--- config.mk ---
export PLATFORM = sky130hd
export DESIGN_NAME = udiv8_seq
export DESIGN_NICKNAME = d
export VERILOG_FILES = /design/src/rtl/udiv8_seq.sv
export SDC_FILE = /design/constraint.sdc
export NUM_CORES = 1
export LEC_CHECK = 0
export CAP_MARGIN = 20
export CORE_UTILIZATION = 30
export DETAILED_ROUTE_END_ITERATION = 16
export PLACE_DENSITY = 0.61
export SYNTH_ARGS = -nofsm -noshare
export SYNTH_HDL_FRONTEND = slang
export SYNTH_SLANG_ARGS = --single-unit
--- constraint.sdc ---
create_clock -name clk -period 2.85 [get_ports clk]
set_input_delay 0.4275 -clock clk [delete_from_list [all_inputs] [get_ports clk]]
set_output_delay 0.4275 -clock clk [all_outputs]
set_load 0.01 [all_outputs]
--- src/rtl/udiv8_seq.sv ---
// Iterative radix-2 restoring unsigned divider with start/busy/done handshake.
// Optional: define UDIV_EARLY_EXIT_EN to finish in one cycle when dividend < divisor.
`timescale 1ns/1ps
module udiv8_seq #(
  parameter int unsigned WIDTH = 8
) (
  input  logic             clk,
  input  logic             rst_n,
  input  logic             start,
  input  logic [0:WIDTH-1] dividend,
  input  logic [0:WIDTH-1] divisor,
  output logic             busy,
  output logic             done,
  output logic [0:WIDTH-1] quotient,
  output logic [0:WIDTH-1] remainder,
  output logic             div_by_zero
);

  localparam int unsigned CW = $clog2(WIDTH);

  typedef enum logic [1:0] {
    IDLE,
    CALC,
    DONE
  } state_t;

  state_t           state, state_next;
  logic [CW-1:0]    cnt;
  logic [WIDTH-1:0] quo_w;
  logic [WIDTH-1:0] dvs;
  logic [WIDTH:0]   rem;

  logic [WIDTH:0]   shifted;
  logic             ge;
  logic [WIDTH:0]   rem_nx;
  logic [WIDTH-1:0] quo_nx;
  logic             accept;
  logic             fast;

  always_comb begin
    shifted    = {rem[WIDTH-1:0], quo_w[WIDTH-1]};
    ge         = (shifted >= {1'b0, dvs});
    rem_nx     = ge ? (shifted - {1'b0, dvs}) : shifted;
    quo_nx     = {quo_w[WIDTH-2:0], ge};
    accept     = start && ((state == IDLE) || (state == DONE));
    fast       = (divisor == '0);
`ifdef UDIV_EARLY_EXIT_EN
    fast       = fast || (dividend < divisor);
`endif
    busy       = (state == CALC);
    done       = (state == DONE);
    state_next = state;
    case (state)
      IDLE:    if (accept) state_next = fast ? DONE : CALC;
      CALC:    if (cnt == '0) state_next = DONE;
      DONE:    state_next = accept ? (fast ? DONE : CALC) : IDLE;
      default: state_next = IDLE;
    endcase
  end

  always_ff @(posedge clk or negedge rst_n) begin
    if (!rst_n) begin
      state       <= IDLE;
      cnt         <= '0;
      quo_w       <= '0;
      dvs         <= '0;
      rem         <= '0;
      quotient    <= '0;
      remainder   <= '0;
      div_by_zero <= 1'b0;
    end else begin
      state <= state_next;
      if (accept) begin
        quo_w <= dividend;
        dvs   <= divisor;
        rem   <= '0;
        cnt   <= CW'(WIDTH - 1);
        // Short-circuit cases commit their result on the accepting edge itself.
        if (divisor == '0) begin
          quotient    <= '1;
          remainder   <= dividend;
          div_by_zero <= 1'b1;
        end
`ifdef UDIV_EARLY_EXIT_EN
        else if (dividend < divisor) begin
          quotient    <= '0;
          remainder   <= dividend;
          div_by_zero <= 1'b0;
        end
`endif
      end else if (state == CALC) begin
        quo_w <= quo_nx;
        rem   <= rem_nx;
        cnt   <= cnt - 1'b1;
        if (cnt == '0) begin
          quotient    <= quo_nx;
          remainder   <= rem_nx[WIDTH-1:0];
          div_by_zero <= 1'b0;
        end
      end
    end
  end

endmodule

==> metrics.csv <==
metric,value,unit
die_h,94.8,um
slowest_stage,dfrtp_1,
io_pins,38,
drive_gt1_share,10.1,%
cp.arrival,2.33,ns
gp_congestion,0.769,
drt_iter0_markers,160,
synth-main-ff-cell,dfrtp_1,
core,8260,um^2
grt_max_degree,47,
post_cts_buffers,0,
synth_top_area_cell,dfrtp_1,
power,4.25,mW
dr_total_vias,2190,
synth-seq-cells,46,
wl,6.40,mm
synth.cell_area,2580,um^2
fill_cells,838,
hpwl,4.55,mm
fin_setup_tns,0,ns
maxSlewViolCount,0,
synth_edf_count,0,
fin_area,3150,um^2
dieArea,8990,um^2
crit_family,compound AO/OA/AOI/OAI gates,
synth_top_area_share,44.6,%
seq_area_frac_synth,44.6,%
grt.overflow.total,0,
finalCritPeriodShare,76.2,%
hold_buffers,0,
worstPathMaxFanout,11,
ys_warn_count,0,
cts_tree,done,
peakVddDrop,0.391,mV
insertion_delay,0.31,ns
hold_ws,0.480,ns
synthArstFlopShare,100,%
crit_type,register to register,
antennaDiodeCount,0,
antenna_found_initial,0,
status,completed,
rows,33,
vias_per_cell,5.19,
start_util,31.3,%
cp-start-kind,register,
worst_pin_slew,0.678,ns
hp-class,register to register,
worstPathCellList,ha_1 -> a21o_1 -> a31o_2 -> o221a_2 -> o21ai_0 -> a31oi_1,
postCtsResizedCells,0,
htree_levels,2,
timing.final.crit_period,2.17,ns
cts-root-buf,clkbuf_8,
die_x,94.8,um
final-hold-violation-count,0,
drv_cap,0,
place.port_buffers,37,
syn_to_final_growth,21.8,%
fin_util,38.1,%
firstDrtPassIters,4,
clkTransAtPathRegs,0.10,ns
grt_first_pass_wirelength,10.8,mm
drcViolationCount,0,
skew,0.00818,ns
ant_nets,0,
rsz0062_at_grt,false,
dpl_worst_slack,0.427,ns
syn_nets,313,
track_usage,15.8,%
synthCells,283,
power_density,1350,nW/um^2
netlist_top_cells_area,"dfrtp_1, nand2_1, o21ai_0",
dpl-instance-area,3020,um^2
syn_area_per_cell,9.13,um^2
cts_made_buffers,5,
path_buf_inv,0,
placed_cells,412,
layout_setup_ws,0.679,ns
max_freq,0.461,GHz
setup_viol,0,
maxSlewHeadroom,54.6,%
final_cells,422,
critPathRequiredTime,3.01,ns
power.leakage,1.36,nW
cts.sinks,46,
crit_path_end_kind,register,
nNetsFinal,346,
cts_buffer_depth,2,
grt_pass1_vias,2140,
critical-path-max-stage-delay,0.42,ns
synth_cell_types,46,
wl_per_cell,15.2,um
## sequential cells by signal, summed over array words and instances, names as in the netlist
| signal | flops |
|---|---|
| cnt | 3 |
| quotient | 8 |
| state | 2 |
| dvs | 8 |
| div_by_zero | 1 |
| rem | 8 |
| remainder | 8 |
| quo_w | 8 |
## layer usage
metal  wire length (um)  vias up  global-route usage, %
li1                   -     1085                      -
met4                160        0                   6.44
met5                  0        -                      0
met1               2940     1037                   21.3
met3                284       13                   3.06
met2               3020       55                   24.6
## cell families after synthesis
family,after synthesis,synth area share (%)
flops,46,44.6
fa+ha+maj,11,5.62
buf+inv,31,5.52
compound gates,91,23.4
simple gates,100,19.5
mux,1,0.387
xor+xnor,3,1.02
## worst paths after layout
kind                            cells after the start                  endpoint                from  slack [ns]
max in group asynchronous                           3   quotient[2]$_DFFE_PN0P_               rst_n        1.87
worst max-delay path                                6  remainder[5]$_DFFE_PN0P_  rem[3]$_DFFE_PN0P_        0.68
worst min-delay path                                1        cnt[0]$_DFFE_PN0P_  cnt[0]$_DFFE_PN0P_        0.48
worst min register to register                      1        cnt[0]$_DFFE_PN0P_  cnt[0]$_DFFE_PN0P_        0.48
worst max register to register                      6  remainder[5]$_DFFE_PN0P_  rem[3]$_DFFE_PN0P_        0.68
min in group asynchronous                           2        dvs[2]$_DFFE_PN0P_               rst_n        0.50
## where the power goes
| part | internal (mW) | leakage [nW] | total (mW) | switching, mW |
|---|---|---|---|---|
| logic | 1.13 | 0.769 | 2.61 | 1.48 |
| clock network | 0.177 | 0.0447 | 0.425 | 0.248 |
| registers | 0.992 | 0.545 | 1.21 | 0.218 |
| total | 2.30 | 1.36 | 4.25 | 1.94 |
## cells in the mapped netlist, drive strengths merged (4+ instances only)
cell type  number
dfrtp          46
nand2          46
o21ai          40
inv            14
a31oi          11
clkbuf         11
or3            11
a21oi          10
ha             10
a22oi           8
nand3           8
nor3            8
nor2            7
buf             6
a21o            5
nor4            5
a211oi          4
nand2b          4
## final cells by class
type | instances | area (um^2) | share of cell area [%]
Timing Repair Buffer | 43 | 425 | 13.5
Multi-Input combinational cell | 206 | 1290 | 41.1
Clock buffer | 5 | 68.8 | 2.19
Tap cell | 105 | 131 | 4.17
Inverter | 14 | 52.6 | 1.67
Sequential cell | 46 | 1150 | 36.6
Clock inverter | 3 | 25.0 | 0.795
## layout by cell type (no fill, tap or decap), types with 2 or more instances in the layout
cell | synthesis | routed
o21ai_0 | 34 | 34
and2_1 | 2 | 2
nand2b_1 | 4 | 4
or3_2 | 2 | 2
or3_1 | 8 | 8
a211oi_1 | 4 | 4
nor4_1 | 5 | 5
clkbuf_8 | 0 | 5
a21oi_1 | 9 | 9
nand2_1 | 46 | 46
ha_1 | 10 | 10
dfrtp_1 | 46 | 46
buf_4 | 0 | 4
and3_1 | 3 | 3
xor2_1 | 2 | 2
or4_4 | 2 | 2
a31oi_1 | 11 | 11
nor3_1 | 7 | 7
clkdlybuf4s50_1 | 0 | 36
o21ai_2 | 6 | 6
a21o_1 | 5 | 5
a211o_1 | 2 | 2
inv_1 | 13 | 13
nor2b_1 | 3 | 2
a22oi_1 | 8 | 8
nand3_1 | 8 | 8
nor2_1 | 7 | 7
Note: power is estimated with default switching activity, not from simulation.
